==> config.mk <==
export PLATFORM = sky130hd
export DESIGN_NAME = game_session_flat
export DESIGN_NICKNAME = d
export VERILOG_FILES = /design/src/rtl/game_session_if.sv /design/src/rtl/game_session.sv /design/src/flat_wrapper.sv
export SDC_FILE = /design/constraint.sdc
export NUM_CORES = 1
export LEC_CHECK = 0
export ABC_AREA = 1
export BUFFER_PORTS_ARGS = -buffer_cell sky130_fd_sc_hd__buf_2
export CAP_MARGIN = 30
export CELL_PAD_IN_SITES_DETAIL_PLACEMENT = 1
export CELL_PAD_IN_SITES_GLOBAL_PLACEMENT = 1
export CORE_MARGIN = 5
export CORE_UTILIZATION = 38
export DETAILED_ROUTE_END_ITERATION = 12
export GPL_TIMING_DRIVEN = 0
export PLACE_DENSITY_LB_ADDON = 0.1
export SETUP_SLACK_MARGIN = 0.2
export SLEW_MARGIN = 25
export SYNTH_ARGS = -nofsm -noshare
export SYNTH_HDL_FRONTEND = slang
export SYNTH_SLANG_ARGS = --single-unit
==> constraint.sdc <==
create_clock -name MASTER_CLOCK -period 5.6 [get_ports MASTER_CLOCK]
set_clock_uncertainty 0.15 [all_clocks]
set_input_delay 1.12 -clock MASTER_CLOCK [delete_from_list [all_inputs] [get_ports MASTER_CLOCK]]
set_output_delay 1.12 -clock MASTER_CLOCK [all_outputs]
set_load 0.005 [all_outputs]
==> src/rtl/game_session_if.sv <==
// game_session_if
//   Bundles the menu handshake, the player's move strobe and the flood-engine
//   link that connect to game_session. Signal names match the surrounding
//   Flood-It design so the wiring at the top level reads one-to-one.
//
//   master : the environment (menu, player input, flood engine)
//   slave  : game_session itself
//
//   Menu    : BEGIN_GAME, final_SIZE, final_COLOR_NUM  -> ACK_BEGIN_GAME
//   Player  : MOVE_VALID, MOVE_COLOR, CORNER_COLOR
//   Engine  : FLOOD_DONE, BOARD_FLOODED               -> FLOOD_START, FLOOD_COLOR
//   Status  : GAME_SIZE, GAME_COLOR_NUM, TOTAL_TRIES, TRIES, IN_GAME, WON, LOST
interface game_session_if;
  logic       BEGIN_GAME;
  logic [4:0] final_SIZE;
  logic [3:0] final_COLOR_NUM;
  logic       ACK_BEGIN_GAME;
  logic       MOVE_VALID;
  logic [2:0] MOVE_COLOR;
  logic [2:0] CORNER_COLOR;
  logic       FLOOD_DONE;
  logic       BOARD_FLOODED;
  logic       FLOOD_START;
  logic [2:0] FLOOD_COLOR;
  logic [4:0] GAME_SIZE;
  logic [3:0] GAME_COLOR_NUM;
  logic [7:0] TOTAL_TRIES;
  logic [7:0] TRIES;
  logic       IN_GAME;
  logic       WON;
  logic       LOST;

  modport master (
    output BEGIN_GAME, final_SIZE, final_COLOR_NUM,
    output MOVE_VALID, MOVE_COLOR, CORNER_COLOR,
    output FLOOD_DONE, BOARD_FLOODED,
    input  ACK_BEGIN_GAME, FLOOD_START, FLOOD_COLOR,
    input  GAME_SIZE, GAME_COLOR_NUM, TOTAL_TRIES, TRIES,
    input  IN_GAME, WON, LOST
  );

  modport slave (
    input  BEGIN_GAME, final_SIZE, final_COLOR_NUM,
    input  MOVE_VALID, MOVE_COLOR, CORNER_COLOR,
    input  FLOOD_DONE, BOARD_FLOODED,
    output ACK_BEGIN_GAME, FLOOD_START, FLOOD_COLOR,
    output GAME_SIZE, GAME_COLOR_NUM, TOTAL_TRIES, TRIES,
    output IN_GAME, WON, LOST
  );
endinterface

==> src/rtl/game_session.sv <==
// game_session
//   Game-side responder for the menu's start-game request. Acknowledges
//   BEGIN_GAME with a four-phase handshake, latches (clamped) board size and
//   color count, derives the try budget, then tracks moves between the
//   player and the flood-fill engine until a win or lose verdict.
//
//   Ports:
//     MASTER_CLOCK : system clock, all state on rising edge
//     RESET        : asynchronous, active-high
//     bus          : game_session_if.slave (menu / player / engine signals)
//
//   Optional feature macro: GAME_SESSION_TRY_LIMIT_EN
//     defined   -> try budget loaded into TOTAL_TRIES, LOST reachable
//     undefined -> TOTAL_TRIES held at 0, LOST never asserted
module game_session #(
  parameter logic [7:0] MAX_TRIES = 8'd255
) (
  input logic          MASTER_CLOCK,
  input logic          RESET,
  game_session_if.slave bus
);

  typedef enum logic [2:0] {
    ST_IDLE,
    ST_ACK,
    ST_PLAY,
    ST_WAIT_FLOOD,
    ST_WON,
    ST_LOST
  } state_t;

`ifdef GAME_SESSION_TRY_LIMIT_EN
  localparam logic [7:0] TOTAL_RESET = 8'd25;
`else
  localparam logic [7:0] TOTAL_RESET = 8'd0;
`endif

  state_t     r_state;
  state_t     w_next;
  logic       w_accept;
  logic       w_enterAck;
  logic       w_sizeValid;
  logic       w_colorValid;
  logic [4:0] w_size;
  logic [3:0] w_colors;
  logic [7:0] w_totalTries;

  logic       r_ack;
  logic       r_floodStart;
  logic [2:0] r_floodColor;
  logic [4:0] r_gameSize;
  logic [3:0] r_gameColorNum;
  logic [7:0] r_totalTries;
  logic [7:0] r_tries;
  logic       r_inGame;
  logic       r_won;
  logic       r_lost;

  // Anything outside the legal size/color sets falls back to the 14x14, 6-color game.
  always_comb begin
    w_sizeValid = 1'b0;
    case (bus.final_SIZE)
      5'd2, 5'd6, 5'd10, 5'd14, 5'd18, 5'd22, 5'd26: w_sizeValid = 1'b1;
      default: w_sizeValid = 1'b0;
    endcase
  end

  assign w_colorValid = (bus.final_COLOR_NUM >= 4'd3) && (bus.final_COLOR_NUM <= 4'd8);
  assign w_size       = w_sizeValid  ? bus.final_SIZE      : 5'd14;
  assign w_colors     = w_colorValid ? bus.final_COLOR_NUM : 4'd6;

`ifdef GAME_SESSION_TRY_LIMIT_EN
  logic [47:0] w_budgetRow;
  logic [2:0]  w_colorIdx;

  // Each row packs the budgets for 3..8 colors, 3 colors in the low byte.
  always_comb begin
    w_budgetRow = {8'd25, 8'd25, 8'd25, 8'd25, 8'd25, 8'd25};
    case (w_size)
      5'd2:    w_budgetRow = {8'd4,  8'd4,  8'd3,  8'd2,  8'd2,  8'd1};
      5'd6:    w_budgetRow = {8'd14, 8'd12, 8'd10, 8'd8,  8'd7,  8'd5};
      5'd10:   w_budgetRow = {8'd23, 8'd20, 8'd17, 8'd14, 8'd11, 8'd8};
      5'd14:   w_budgetRow = {8'd33, 8'd29, 8'd25, 8'd20, 8'd16, 8'd12};
      5'd18:   w_budgetRow = {8'd42, 8'd37, 8'd32, 8'd26, 8'd21, 8'd16};
      5'd22:   w_budgetRow = {8'd52, 8'd45, 8'd39, 8'd32, 8'd26, 8'd19};
      5'd26:   w_budgetRow = {8'd61, 8'd54, 8'd46, 8'd38, 8'd30, 8'd23};
      default: w_budgetRow = {8'd33, 8'd29, 8'd25, 8'd20, 8'd16, 8'd12};
    endcase
  end

  // 3..8 colors map to 0..5; the 3-bit subtraction wraps 8 onto 5 correctly.
  assign w_colorIdx   = w_colors[2:0] - 3'd3;
  assign w_totalTries = w_budgetRow[{w_colorIdx, 3'b000} +: 8];
`else
  assign w_totalTries = 8'd0;
`endif

  // Next-state logic; also decides whether a pick in PLAY is a legal move.
  always_comb begin
    w_next   = r_state;
    w_accept = 1'b0;
    case (r_state)
      ST_IDLE, ST_WON, ST_LOST: begin
        if (bus.BEGIN_GAME) w_next = ST_ACK;
      end
      ST_PLAY: begin
        if (bus.BEGIN_GAME) begin
          w_next = ST_ACK;
        end else if (bus.MOVE_VALID &&
                     ({1'b0, bus.MOVE_COLOR} < r_gameColorNum) &&
                     (bus.MOVE_COLOR != bus.CORNER_COLOR)) begin
          w_next   = ST_WAIT_FLOOD;
          w_accept = 1'b1;
        end
      end
      ST_ACK: begin
        if (!bus.BEGIN_GAME) w_next = ST_PLAY;
      end
      ST_WAIT_FLOOD: begin
        // A restart request is held off until the engine finishes the flood.
        if (bus.FLOOD_DONE) begin
          if (bus.BOARD_FLOODED) begin
            w_next = ST_WON;
`ifdef GAME_SESSION_TRY_LIMIT_EN
          end else if (r_tries >= r_totalTries) begin
            w_next = ST_LOST;
`endif
          end else begin
            w_next = ST_PLAY;
          end
        end
      end
      default: w_next = ST_IDLE;
    endcase
  end

  assign w_enterAck = (w_next == ST_ACK) && (r_state != ST_ACK);

  // State register.
  always_ff @(posedge MASTER_CLOCK or posedge RESET) begin
    if (RESET) r_state <= ST_IDLE;
    else       r_state <= w_next;
  end

  // Registered outputs follow the state being entered, so they line up with it.
  always_ff @(posedge MASTER_CLOCK or posedge RESET) begin
    if (RESET) begin
      r_ack          <= 1'b0;
      r_floodStart   <= 1'b0;
      r_floodColor   <= 3'd0;
      r_gameSize     <= 5'd14;
      r_gameColorNum <= 4'd6;
      r_totalTries   <= TOTAL_RESET;
      r_tries        <= 8'd0;
      r_inGame       <= 1'b0;
      r_won          <= 1'b0;
      r_lost         <= 1'b0;
    end else begin
      r_ack        <= (w_next == ST_ACK);
      r_inGame     <= (w_next == ST_PLAY) || (w_next == ST_WAIT_FLOOD);
      r_won        <= (w_next == ST_WON);
      r_lost       <= (w_next == ST_LOST);
      r_floodStart <= w_accept;
      if (w_enterAck) begin
        r_gameSize     <= w_size;
        r_gameColorNum <= w_colors;
        r_totalTries   <= w_totalTries;
        r_tries        <= 8'd0;
      end
      if (w_accept) begin
        r_floodColor <= bus.MOVE_COLOR;
        if (r_tries != MAX_TRIES) r_tries <= r_tries + 8'd1;
      end
    end
  end

  assign bus.ACK_BEGIN_GAME = r_ack;
  assign bus.FLOOD_START    = r_floodStart;
  assign bus.FLOOD_COLOR    = r_floodColor;
  assign bus.GAME_SIZE      = r_gameSize;
  assign bus.GAME_COLOR_NUM = r_gameColorNum;
  assign bus.TOTAL_TRIES    = r_totalTries;
  assign bus.TRIES          = r_tries;
  assign bus.IN_GAME        = r_inGame;
  assign bus.WON            = r_won;
  assign bus.LOST           = r_lost;

endmodule

==> src/flat_wrapper.sv <==
// flat-port wrapper written by rule: the top's interface ports become plain ports
module game_session_flat 
#(
  parameter logic [7:0] MAX_TRIES = 8'd255
)
  (MASTER_CLOCK, RESET, bus_BEGIN_GAME, bus_final_SIZE, bus_final_COLOR_NUM, bus_MOVE_VALID, bus_MOVE_COLOR, bus_CORNER_COLOR, bus_FLOOD_DONE, bus_BOARD_FLOODED, bus_ACK_BEGIN_GAME, bus_FLOOD_START, bus_FLOOD_COLOR, bus_GAME_SIZE, bus_GAME_COLOR_NUM, bus_TOTAL_TRIES, bus_TRIES, bus_IN_GAME, bus_WON, bus_LOST);
  game_session_if bus_i ();
  input logic MASTER_CLOCK;
  input logic RESET;
  input wire logic [$bits(bus_i.BEGIN_GAME)-1:0] bus_BEGIN_GAME;
  input wire logic [$bits(bus_i.final_SIZE)-1:0] bus_final_SIZE;
  input wire logic [$bits(bus_i.final_COLOR_NUM)-1:0] bus_final_COLOR_NUM;
  input wire logic [$bits(bus_i.MOVE_VALID)-1:0] bus_MOVE_VALID;
  input wire logic [$bits(bus_i.MOVE_COLOR)-1:0] bus_MOVE_COLOR;
  input wire logic [$bits(bus_i.CORNER_COLOR)-1:0] bus_CORNER_COLOR;
  input wire logic [$bits(bus_i.FLOOD_DONE)-1:0] bus_FLOOD_DONE;
  input wire logic [$bits(bus_i.BOARD_FLOODED)-1:0] bus_BOARD_FLOODED;
  output wire logic [$bits(bus_i.ACK_BEGIN_GAME)-1:0] bus_ACK_BEGIN_GAME;
  output wire logic [$bits(bus_i.FLOOD_START)-1:0] bus_FLOOD_START;
  output wire logic [$bits(bus_i.FLOOD_COLOR)-1:0] bus_FLOOD_COLOR;
  output wire logic [$bits(bus_i.GAME_SIZE)-1:0] bus_GAME_SIZE;
  output wire logic [$bits(bus_i.GAME_COLOR_NUM)-1:0] bus_GAME_COLOR_NUM;
  output wire logic [$bits(bus_i.TOTAL_TRIES)-1:0] bus_TOTAL_TRIES;
  output wire logic [$bits(bus_i.TRIES)-1:0] bus_TRIES;
  output wire logic [$bits(bus_i.IN_GAME)-1:0] bus_IN_GAME;
  output wire logic [$bits(bus_i.WON)-1:0] bus_WON;
  output wire logic [$bits(bus_i.LOST)-1:0] bus_LOST;
  assign bus_i.BEGIN_GAME = bus_BEGIN_GAME;
  assign bus_i.final_SIZE = bus_final_SIZE;
  assign bus_i.final_COLOR_NUM = bus_final_COLOR_NUM;
  assign bus_i.MOVE_VALID = bus_MOVE_VALID;
  assign bus_i.MOVE_COLOR = bus_MOVE_COLOR;
  assign bus_i.CORNER_COLOR = bus_CORNER_COLOR;
  assign bus_i.FLOOD_DONE = bus_FLOOD_DONE;
  assign bus_i.BOARD_FLOODED = bus_BOARD_FLOODED;
  assign bus_ACK_BEGIN_GAME = bus_i.ACK_BEGIN_GAME;
  assign bus_FLOOD_START = bus_i.FLOOD_START;
  assign bus_FLOOD_COLOR = bus_i.FLOOD_COLOR;
  assign bus_GAME_SIZE = bus_i.GAME_SIZE;
  assign bus_GAME_COLOR_NUM = bus_i.GAME_COLOR_NUM;
  assign bus_TOTAL_TRIES = bus_i.TOTAL_TRIES;
  assign bus_TRIES = bus_i.TRIES;
  assign bus_IN_GAME = bus_i.IN_GAME;
  assign bus_WON = bus_i.WON;
  assign bus_LOST = bus_i.LOST;
  game_session #(.MAX_TRIES(MAX_TRIES)) u_core (.MASTER_CLOCK(MASTER_CLOCK), .RESET(RESET), .bus(bus_i));
endmodule
# After elaboration in Yosys (flattened, before gate mapping)
# Index checks and enable logic that the tools add are counted.
word_totals:
  regBits: 28
  word_cells: 58
  out_inout_bits: 33
  input_bits: 21
classes:
  reduce_logical: 8
  magnitude_cmp: 3
  add_sub_neg: 1
  eq_ne: 20
  mux: 16
ops:
  columns: ["cell", "count"]
  rows:
  - ["two-way mux 8 bit", 3]
  - ["two-way mux 3 bit", 6]
  - ["equality test 5 bit (second input constant)", 3]
  - ["equality test 3 x 2 -> 1 bit (second input constant)", 4]
  - ["equality test 3 bit (second input constant)", 4]
  - ["one-hot mux 3 bit (4 select lines)", 1]
  - ["equality test 5 x 4 -> 1 bit (second input constant)", 2]
  - ["adder 8 x 1 -> 8 bit (second input constant)", 1]
  - ["inequality test 8 bit (second input constant)", 1]
  - ["OR reduction 7 bit", 1]
  - ["equality test 3 x 1 -> 1 bit (second input constant)", 2]
  - ["equality test 5 x 2 -> 1 bit (second input constant)", 1]
  - ["equality test 5 x 3 -> 1 bit (second input constant)", 1]
  - ["two-way mux 5 bit", 1]
  - ["greater-or-equal comparator 4 x 2 -> 1 bit (second input constant)", 1]
  - ["less-or-equal comparator 4 bit (second input constant)", 1]
  - ["logical AND 1 bit", 4]
  - ["less-than comparator 3 x 4 -> 1 bit", 1]
  - ["two-way mux 1 bit", 4]
  - ["two-way mux 4 bit", 1]
  - ["logical NOT 3 bit", 1]
  - ["inequality test 3 x 1 -> 1 bit (second input constant)", 1]
  - ["inequality test 3 bit", 1]
  - ["OR reduction 3 bit", 1]
  - ["logical OR 1 bit", 1]

# Longest topological paths before layout
# Gate-level depths: netlist (run 1).
depth:
  depth_word: 11
  ltp_mapped: 14
  ltp_nobuf: 14

# Least setup slack after synthesis (run 1)
# No wires, ideal clock.
synth_timing:
  path_type: "input to register"
  from: "in bus_MOVE_COLOR[1]"
  to: "reg u_core.r_gameColorNum[3] (netlist: u_core.bus.GAME_COLOR_NUM[3])"
  path_stages: 12
  n_path_buf: 1
  setup_slack_ns: 3.077
  t_arrival_ns: 2.254
  path_cell_list: "ha_1 nand2_1 nand2_1 nand2_1 nand3_2 nand2_1 nand2_1 nand2_4 nand3_4 buf_8 nand2_1 o21ai_2"
synth_between:
  elab_chain_len: 8
  elab_cells_between_ends: 9
  classes_between: "1 x order compare; 2 x eq/ne; 3 x mux; 3 x reduce/logical"
synth_rtl:
  columns: ["element", "line_no", "text"]
  rows:
  - ["start, declared", "flat_wrapper.sv:14", "input wire logic [$bits(bus_i.MOVE_COLOR)-1:0] bus_MOVE_COLOR;"]
  - ["less-than comparator 3 x 4 -> 1 bit", "game_session.sv:110", "({1'b0, bus.MOVE_COLOR} < r_gameColorNum) &&"]
  - ["logical AND 1 bit", "game_session.sv:109", "end else if (bus.MOVE_VALID &&"]
  - ["logical AND 1 bit (*)", "game_session.sv:110", null]
  - ["two-way mux 3 bit (*)", "game_session.sv:109", null]
  - ["two-way mux 3 bit (*)", "game_session.sv:107", "if (bus.BEGIN_GAME) begin"]
  - ["one-hot mux 3 bit (4 select lines) (*)", "game_session.sv:102", "case (r_state)"]
  - ["net u_core.w_next[0]", "game_session.sv:39", "state_t w_next;"]
  - ["equality test 3 x 1 -> 1 bit (*)", "game_session.sv:137", "assign w_enterAck = (w_next == ST_ACK) && (r_state != ST_ACK);"]
  - ["logical AND 1 bit (*)", "game_session.sv:137", null]
  - ["end signal, assigned", "game_session.sv:166", "r_gameColorNum <= w_colors;"]
  - ["end, declared", "game_session.sv:52", "logic [3:0] r_gameColorNum;"]
# Mark *: on every way through the listed nets, which the timed path passes. The rest lies on a longest branch.
# A chain may end at the register's enable or synchronous reset.

# Final worst setup path (run 1)
# Ends and elaborated chain as after synthesis.

==> flow_summary_export.csv, run 1 <==
group,metric,value,unit
outcome,status,"complete, no violations",
synthesis,async_flop_share,100.0,%
synthesis,yosys-top-cells-area,"dfrtp_1 38%, nand2_1 10%, dfstp_2 8.6%",
route,routed_wl,3798,µm
global_routing,antenna_found_initial,0,
global_routing,grt_max_degree,29,
floorplanning,placeableCoreArea,0.003943,mm²
floorplanning,die_area,0.005377,mm²
timing,tightest_slew,0.6038,ns
timing,max_slew_margin,59.69,%
synthesis,yosysMostFrequentCell,"nand2_1",
synthesis,yosys.cell_types.count,30,
final_layout,design_area,0.001909,mm²
synthesis,yosysSeqAreaShare,46.39,%
clock_network,cts_tree,"done",
floorplanning,die_y,73.33,µm
timing,min_period,2.532,ns
global_routing,grt_first_pass_wirelength,6520,µm
synthesis,synth_top_cells_by_count,"41 x nand2_1, 30 x inv_1, 23 x dfrtp_1",
placement,io_buffer_count,45,
route,route.met2.wl,2055,µm
final_layout,diodes,0,
clock_network,clkTransAtPathRegs,0.10,ns
clock_network,hold_buffers,0,
synthesis,synth_top_area_share,37.77,%
route,drtIter0Drc,29,
floorplanning,rows,23,
final_layout,drive_gt1_share,35.02,%
route,vias,1339,
route,wl_per_cell,13.23,µm
timing,rsz0062_at_grt,"no",
final_layout,final_nets,262,
timing,setup_viol,0,
route,wl_met1,1517,µm
route,drc_errors,0,
global_routing,grt_use_total,15.35,%
job,cap_violations,0,
setup_path,path_class,"input port to register",
clock_network,clock_latency,0.28,ns
synthesis,ys_ff_latch,28,
floorplanning,initial_core_util,38.65,%
floorplanning,ios,54,
pwr,power_density,396.3,mW/mm²
clock_network,clk_path_buf_depth,2,
route,ant_nets,0,
setup_path,worst_setup_path_start_kind,"input port",
synthesis,synth_edf_count,0,
setup_path,cp-end-kind,"register",
clock_network,post_cts_resized,0,
timing,finalHoldViolCount,0,
synthesis,netlist_area,0.001524,mm²
route,highest_layer,"met4",
global_routing,first_global_vias,1453,
synthesis,synthFlopType,"dfrtp_1",
placement,dp_hpwl,3114,µm
setup_path,cp.required,5.63,ns
clock_network,cts-root-buf,"clkbuf_8",
placement,gp_congestion,0.8259,
timing,fin_crit_sh,45.21,%
synthesis,synth_top_cell_by_area,"dfrtp_1",
synthesis,postSynthAreaPerCell,8.420,µm²
global_routing,grt_overflow,0,
route,wl_met3,175,µm
final_layout,syn_to_final_growth,25.29,%
timing,max_freq,395.0,MHz
route,vias_per_cell,4.666,
timing,slew_violations,0,
timing,tns,0,ns
setup_path,crit_fanout,10,
setup_path,worstPathArrival,2.57,ns
timing,whs,0.3380,ns
placement,placed_area,0.001838,mm²
pwr,ir_drop,0.1893,mV
clock_network,htree_levels,1,
floorplanning,die_width,73.33,µm
pwr,leakagePower,0.001042,µW
clock_network,cts_buffers,3,
clock_network,cts_sinks,28,
clock_network,cts_setup_buffers,0,
route,first_pass_iters,3,
hold_path,hold_path_class,"register to register",
synthesis,syn_inst,181,
synthesis,synth_warnings,0,
pwr,p_total,756.7,µW
cell type report:
class | instances | area [µm²]
Multi-Input combinational cell | 119 | 648.1
Clock buffer | 3 | 41.29
Buffer | 9 | 75.07
Timing Repair Buffer | 45 | 225.2
Sequential cell | 28 | 706.9
Inverter | 32 | 120.1
Fill cell | 497 | 2033
Tap cell | 50 | 62.56
Clock inverter | 1 | 30.03
layer usage:
layer,up-vias,GRT usage (%)
li1,667,-
met1,639,17.79
met2,28,28.60
met3,5,2.736
met4,0,4.427
met5,-,0
path summary, 6_finish.rpt:
| path | from | end | slack (ns) | cells after the start |
|---|---|---|---|---|
| max in group asynchronous | RESET | u_core.bus.GAME_COLOR_NUM[0] | 4.16 | 2 |
| worst max register to register | u_core.bus.GAME_COLOR_NUM[2] | u_core.bus.GAME_COLOR_NUM[3] | 3.40 | 13 |
| min in group asynchronous | RESET | u_core.bus.GAME_SIZE[4] | 0.74 | 2 |
| worst min register to register | u_core.bus.GAME_SIZE[3] | u_core.bus.GAME_SIZE[3] | 0.34 | 2 |
| worst min-delay path | u_core.bus.GAME_SIZE[3] | u_core.bus.GAME_SIZE[3] | 0.34 | 2 |
| worst max-delay path | bus_MOVE_COLOR[1] | u_core.bus.GAME_COLOR_NUM[3] | 3.07 | 13 |
power breakdown:
| part | internal, µW | switching [µW] |
|---|---|---|
| Combinational | 118 | 172 |
| Clock | 95.9 | 68.6 |
| Sequential | 267 | 35.8 |
critical path: stages:
cell and delay [ns]:
buf_2 0.12, ha_1 0.26, nand2_1 0.07, nand2_1 0.05
nand2_1 0.06, nand3_2 0.12, nand2_1 0.08, nand2_1 0.10
nand2_4 0.11, nand3_4 0.14, buf_8 0.19, nand2_1 0.08
o21ai_2 0.05
per-stage QoR:
step	worst slack, ns	instances	utilization, %
final	3.068	287	48.43
after CTS	3.030	287	48.43
after detailed placement	2.721	283	46.62
after global routing	2.953	287	48.43
after global placement	2.768	283	46.62
after floorplan	3.077	188	-
layout by cell type, fill, tap and decap left out, drive strengths merged, types with 2 or more instances in the layout:
cell type,synthesis,routed
o21ai,18,18
nand3,16,16
xor2,3,3
dfrtp,23,23
nor3,3,3
inv,32,32
dfstp,5,5
buf,9,54
nand2,44,44
nor2,11,11
clkbuf,0,3
conb,1,8
ha,3,3
o22ai,4,4
o211ai,2,2
a21oi,4,4
flip-flops by register name, summed over array words and instances, names as in the netlist:
signal / count
u_core.r_state: 3
u_core.bus.TRIES: 8
u_core.bus.LOST: 1
u_core.bus.IN_GAME: 1
u_core.bus.FLOOD_START: 1
u_core.bus.ACK_BEGIN_GAME: 1
u_core.bus.WON: 1
u_core.bus.FLOOD_COLOR: 3
u_core.bus.GAME_SIZE: 5
u_core.bus.GAME_COLOR_NUM: 4
logic make-up (layout without fill, tap and decap cells):
group	Yosys count	after routing	share of synthesized area [%]
simple gates	76	76	24.22
xor+xnor	3	3	1.724
buf+inv	41	90	12.81
compound gates	29	29	12.15
fa+ha+maj	3	3	2.463
flops	28	28	46.39
other cells	1	8	0.2461
Power figures use the tool's default switching activity.
==> run 2: changes to the inputs <==
- CORE_UTILIZATION: 38 -> 35
- clock period: 5.6 -> 2.4 ns (I/O delays scaled with it)
==> run 2 against run 1 <==
  * Clock power up 81%
  * First-iteration DRC count up 41%
  * Sequential power up 130%
  * Count of clock-buffer cells in the layout up 1
  * Critical path type is now register to register
  * Highest routed layer unchanged
==> flow_summary_export.csv, run 2 (same netlist as run 1, synthesis figures left out) <==
group,metric,value,unit
outcome,status,"complete, no violations",
timing,max_freq,484.3,MHz
placement,dp_hpwl,2812,µm
final_layout,final_util,46.07,%
setup_path,rr_endpoint,"u_core.bus.GAME_SIZE[4]",
floorplanning,rows,24,
setup_path,crit_fanout,6,
setup_path,path_class,"register to register",
route,vias,1342,
floorplanning,initial_core_util,35.49,%
setup_path,worstPathArrival,2.10,ns
clock_network,cts_sinks,28,
global_routing,grt_first_pass_wirelength,6423,µm
final_layout,multi_input_area,683.2,µm²
timing,tns,0,ns
final_layout,syn_to_final_growth,29.80,%
placement,gp_congestion,0.8140,
final_layout,seq_area,706.9,µm²
timing,setup_viol,0,
final_layout,design_area,0.001978,mm²
hold_path,hold_path_class,"input port to asynchronous set/reset pin",
clock_network,htree_levels,1,
clock_network,clock_latency,0.28,ns
placement,placed_area,0.001841,mm²
pwr,leakagePower,0.001072,µW
setup_path,cp-end-kind,"register",
placement,dp.cells,285,
placement,io_buffer_count,45,
clock_network,cts_tree,"done",
clock_network,cts-root-buf,"clkbuf_8",
setup_path,cp.required,2.43,ns
route,wl_per_cell,12.72,µm
route,drc_errors,0,
clock_network,cts_buffers,3,
clock_network,clkTransAtPathRegs,0.10,ns
floorplanning,placeableCoreArea,0.004294,mm²
timing,finalHoldViolCount,0,
floorplanning,die_area,0.005774,mm²
global_routing,antenna_found_initial,0,
pwr,power_density,922.8,mW/mm²
final_layout,nFillCells,550,
setup_path,crit-reg2reg-launch,"u_core.bus.GAME_COLOR_NUM[2]",
final_layout,largest_register_ffs,8,
setup_path,worst_setup_path_start_kind,"register",
final_layout,final_cell_mix,"45 x buf_2, 38 x nand2_1, 28 x inv_1, 23 x dfrtp_1",
global_routing,grt_use_total,13.24,%
timing,rsz0062_at_grt,"no",
final_layout,instances_no_fill,294,
clock_network,clk_path_buf_depth,2,
global_routing,grt_max_degree,29,
timing,tightest_slew,0.6038,ns
job,cap_violations,0,
final_layout,drive_gt1_share,38.43,%
floorplanning,ios,54,
route,vias_per_cell,4.565,
timing,whs,0.1093,ns
setup_path,reg2regPathDepth,13,
timing,min_period,2.065,ns
timing,fin_crit_sh,86.03,%
floorplanning,die_width,75.99,µm
global_routing,first_global_vias,1417,
pwr,ir_drop,0.4146,mV
route,routed_wl,3739,µm
final_layout,final_nets,267,
setup_path,r2r_setup_slack,0.34,ns
final_layout,final_common_cell,"buf_2",
floorplanning,die_y,75.99,µm
final_layout,diodes,0,
global_routing,grt_overflow,0,
route,drtIter0Drc,41,
timing,slew_violations,0,
timing,max_slew_margin,59.69,%
route,ant_nets,0,
route,first_pass_iters,3,
==> run 2: changes by cell type in the layout (fill, tap and decap cells not counted) <==
| cell | change |
|---|---|
| ha_4 | +1 |
| bufinv_16 | -1 |
| ha_1 | -1 |
| nand2_2 | +2 |
| inv_1 | -1 |
| buf_4 | +3 |
| clkbuf_16 | +1 |
| inv_2 | +1 |
| nand2_1 | -3 |
| clkbuf_8 | +1 |
| nand3_2 | +1 |
| nand2_4 | +1 |
==> run 2: layout make-up <==
type	count	area share (%)
plain buffers	9	3.795
clock buffers	4	2.783
inverters	32	6.072
multi-input cells	120	34.54
flip-flops and latches	28	35.74
well taps	52	3.289
repair buffers	49	13.79
==> run 2: layer usage <==
metal	part of all wire [%]	routed length (µm)	GRT usage (%)	vias to the layer above
met4	1.5	57	4.626	0
met2	52	1962	22.95	26
met3	4.5	170	3.664	7
li1	-	-	-	683
met5	0	0	0	-
met1	41	1549	15.52	626
==> run 2: metrics by stage <==
stage | power [µW] | setup slack (ns)
finish | 1826 | 0.3352
global route | 1976 | 0.2019
CTS | 1753 | 0.2201
detailed placement | 1402 | 0.1837
global placement | 1386 | 0.2092
floorplan | 1160 | 0.4188
==> run 2: worst max path at each step <==
stage | from | endpoint | slack (ns) | cells after the start
6_report | u_core.bus.GAME_COLOR_NUM[2] | u_core.bus.GAME_SIZE[4] | 0.34 | 13
5_1_grt | u_core.bus.GAME_COLOR_NUM[2] | u_core.bus.TRIES[6] | 0.20 | 13
4_1_cts | u_core.bus.GAME_COLOR_NUM[1] | u_core.bus.GAME_COLOR_NUM[3] | 0.22 | 13
3_5_place_dp | bus_MOVE_COLOR[1] | u_core.bus.GAME_COLOR_NUM[3] | 0.18 | 13
3_3_place_gp | bus_MOVE_COLOR[1] | u_core.bus.GAME_COLOR_NUM[3] | 0.21 | 13
2_1_floorplan | u_core.bus.GAME_COLOR_NUM[1] | u_core.bus.GAME_COLOR_NUM[3] | 0.42 | 13
==> run 2: worst max-delay path, cell delays in order (launching register included) <==
cell and delay [ns]:
dfstp_2 0.54, inv_1 0.05, ha_1 0.26, inv_1 0.05
nor2_1 0.03, nand2_1 0.07, nand3_2 0.10, nand2_2 0.11
nand2_4 0.06, nand2_4 0.11, nand3_4 0.14, buf_8 0.18
nand2_1 0.06, o21ai_2 0.05
==> run 2: power breakdown <==
group | total, µW | switching, µW | leakage (µW) | internal (µW)
Clock | 298 | 151 | 0.0000288 | 147
Combinational | 819 | 455 | 0.000680 | 364
Sequential | 709 | 85.7 | 0.000363 | 623
Total | 1830 | 691 | 0.00107 | 1130
==> run 2: what timing repair did <==
item,CTS,global route
buffers inserted,1,2
pin swaps,0,7
hold buffers,0,0
resized for setup,0,6
cloned,1,1
setup endpoints to repair,2,14
==> run 3: changes to the inputs <==
- CELL_PAD_IN_SITES_DETAIL_PLACEMENT: 1 -> default
- CELL_PAD_IN_SITES_GLOBAL_PLACEMENT: 1 -> default
- CORE_UTILIZATION: 35 -> 45
- PLACE_DENSITY: default -> 0.73
- PLACE_DENSITY_LB_ADDON: 0.1 -> default
==> run 3 against run 2 <==
  * Clock power up 6%
  * Worst hold slack worse by 0.082 ns
  * Critical path depth did not move
  * Final cell count decreased by 2.4%
  * Critical path type unchanged
  * Largest cell class unchanged
  * Largest power group unchanged
==> flow_summary_export.csv, run 3 (same netlist as run 1, synthesis figures left out) <==
group,metric,value,unit
setup_path,crit-reg2reg-launch,"u_core.bus.GAME_COLOR_NUM[2]",
setup_path,rr_endpoint,"u_core.bus.TRIES[6]",
floorplanning,die_area,0.004651,mm²
global_routing,top_usage_layer,"met2",
timing,layout_setup_ws,0.3643,ns
setup_path,crit_chain,"inv_2 > ha_4 > inv_1 > nor2_1 > nand2_1 > nand3_2 > nand2_2 > nand2_2 > nand2_4 > nand3_4 > buf_8 > nand3_2 > nand2_2",
hold_path,hold_path_class,"input port to asynchronous set/reset pin",
route,ant_nets,0,
final_layout,final_cell_mix,"45 x buf_2, 35 x nand2_1, 27 x inv_1, 23 x dfrtp_1",
final_layout,syn_to_final_growth,29.89,%
setup_path,crit_slowest_cell,"dfstp_2",
timing,fin_crit_sh,84.82,%
timing,finalHoldViolCount,0,
setup_path,worstPathArrival,2.13,ns
placement,placed_area,0.001833,mm²
route,drc_errors,0,
final_layout,nFillCells,320,
timing,setup_viol,0,
clock_network,htree_levels,1,
timing,max_freq,491.2,MHz
setup_path,cp-end-kind,"register",
floorplanning,die_width,68.20,µm
final_layout,final_nets,266,
placement,place_ws,0.1973,ns
clock_network,cts_sinks,28,
global_routing,first_global_vias,1177,
route,vias_per_cell,4.544,
final_layout,largest_register_ffs,8,
placement,dp_hpwl,2380,µm
timing,slew_violations,0,
clock_network,cts_tree,"done",
route,first_pass_iters,4,
final_layout,seq_area,706.9,µm²
setup_path,cp_slowest_stage_delay,0.57,ns
pwr,leakagePower,0.001061,µW
outcome,status,"complete, no violations",
global_routing,grt_first_pass_wirelength,5195,µm
pwr,ir_drop,0.4922,mV
final_layout,design_area,0.001979,mm²
setup_path,r2r_setup_slack,0.36,ns
placement,gp_congestion,0.7388,
final_layout,final_common_cell,"buf_2",
route,drtIter0Drc,47,
global_routing,grt_use_total,14.55,%
final_layout,drive_gt1_share,40.25,%
pwr,power_density,923.6,mW/mm²
global_routing,grt_overflow,0,
timing,tns,0,ns
setup_path,crit_fanout,6,
timing,tightest_slew,0.5753,ns
setup_path,cp.buffers_inverters,3,
setup_path,worst_setup_path_start_kind,"register",
clock_network,clkTransAtPathRegs,0.16,ns
global_routing,gr-usage-met3,3.284,%
timing,max_slew_margin,61.59,%
global_routing,use_met1,18.71,%
global_routing,grt_util_met2,24.55,%
global_routing,antenna_found_initial,0,
floorplanning,die_y,68.20,µm
floorplanning,initial_core_util,46.03,%
clock_network,cts_buffers,3,
setup_path,cp.required,2.50,ns
floorplanning,rows,21,
floorplanning,ios,54,
setup_path,crit_top_cell,"nand2_2",
route,wl_per_cell,11.07,µm
setup_path,cp_top_family,"simple AND/OR/NAND/NOR gates",
route,routed_wl,3178,µm
route,vias,1304,
timing,rsz0062_at_grt,"no",
setup_path,reg2regPathDepth,13,
clock_network,clock_latency,0.33,ns
clock_network,cts-root-buf,"clkbuf_4",
placement,io_buffer_count,45,
job,cap_violations,0,
final_layout,diodes,0,
clock_network,clk_path_buf_depth,2,
floorplanning,placeableCoreArea,0.003311,mm²
clock_network,hold_buffers,0,
timing,min_period,2.036,ns
global_routing,grt_max_degree,29,
final_layout,multi_input_area,698.2,µm²
setup_path,path_class,"register to register",
run 3: cell types whose count changed in the layout (fill, tap and decap cells not counted), sizes merged:
cell,previous run,this run
buf,57,56
bufinv,0,1
clkbuf,5,4
run 3: cell type report:
class / instances / area share [%]
Inverter: 32 / 6.068
Buffer: 9 / 3.793
Clock buffer: 3 / 1.138
Multi-Input combinational cell: 120 / 35.27
Timing Repair Buffer: 48 / 13.59
Sequential cell: 28 / 35.71
Tap cell: 46 / 2.908
Clock inverter: 1 / 1.517
run 3: stage by stage:
step / hold slack [ns] / cells / util (%) / power (µW)
floorplan: 0.3097 / 188 / - / 1160
global placement: 0.2990 / 279 / 55.37 / 1363
detailed placement: 0.3032 / 279 / 55.37 / 1385
CTS: 0.04145 / 285 / 57.48 / 1744
global route: 0.06744 / 287 / 59.79 / 1980
finish: 0.02733 / 287 / 59.79 / 1828
run 3: layer usage:
metal	share of wire, %	vias to the layer above
li1	-	684
met1	44	577
met2	49	41
met3	7.0	2
met4	0.47	0
met5	0	-
run 3: worst max-delay path by stage:
stage / start / end / slack (ns) / cells past startpoint
floorplan: u_core.bus.GAME_COLOR_NUM[1] / u_core.bus.GAME_COLOR_NUM[3] / 0.42 / 13
global placement: bus_MOVE_COLOR[1] / u_core.bus.GAME_COLOR_NUM[3] / 0.23 / 13
detailed placement: bus_MOVE_COLOR[1] / u_core.bus.GAME_COLOR_NUM[3] / 0.20 / 13
CTS: u_core.bus.GAME_COLOR_NUM[1] / u_core.bus.TRIES[6] / 0.23 / 13
global route: u_core.bus.GAME_COLOR_NUM[2] / u_core.bus.TRIES[6] / 0.22 / 13
finish: u_core.bus.GAME_COLOR_NUM[2] / u_core.bus.TRIES[6] / 0.36 / 13
run 3: timing repair:
item                       4_1_cts  5_1_grt
pin swaps                        0        6
hold endpoints to repair         0        0
gates cloned                     1        1
resized for setup                0       11
setup endpoints to repair        2       13
buffers inserted                 1        1
run 3: power breakdown:
| group | internal, µW | leakage, µW | total (µW) | switching [µW] |
|---|---|---|---|---|
| logic | 362 | 0.000670 | 802 | 441 |
| registers | 622 | 0.000363 | 710 | 87.9 |
| clock network | 169 | 0.0000279 | 315 | 147 |
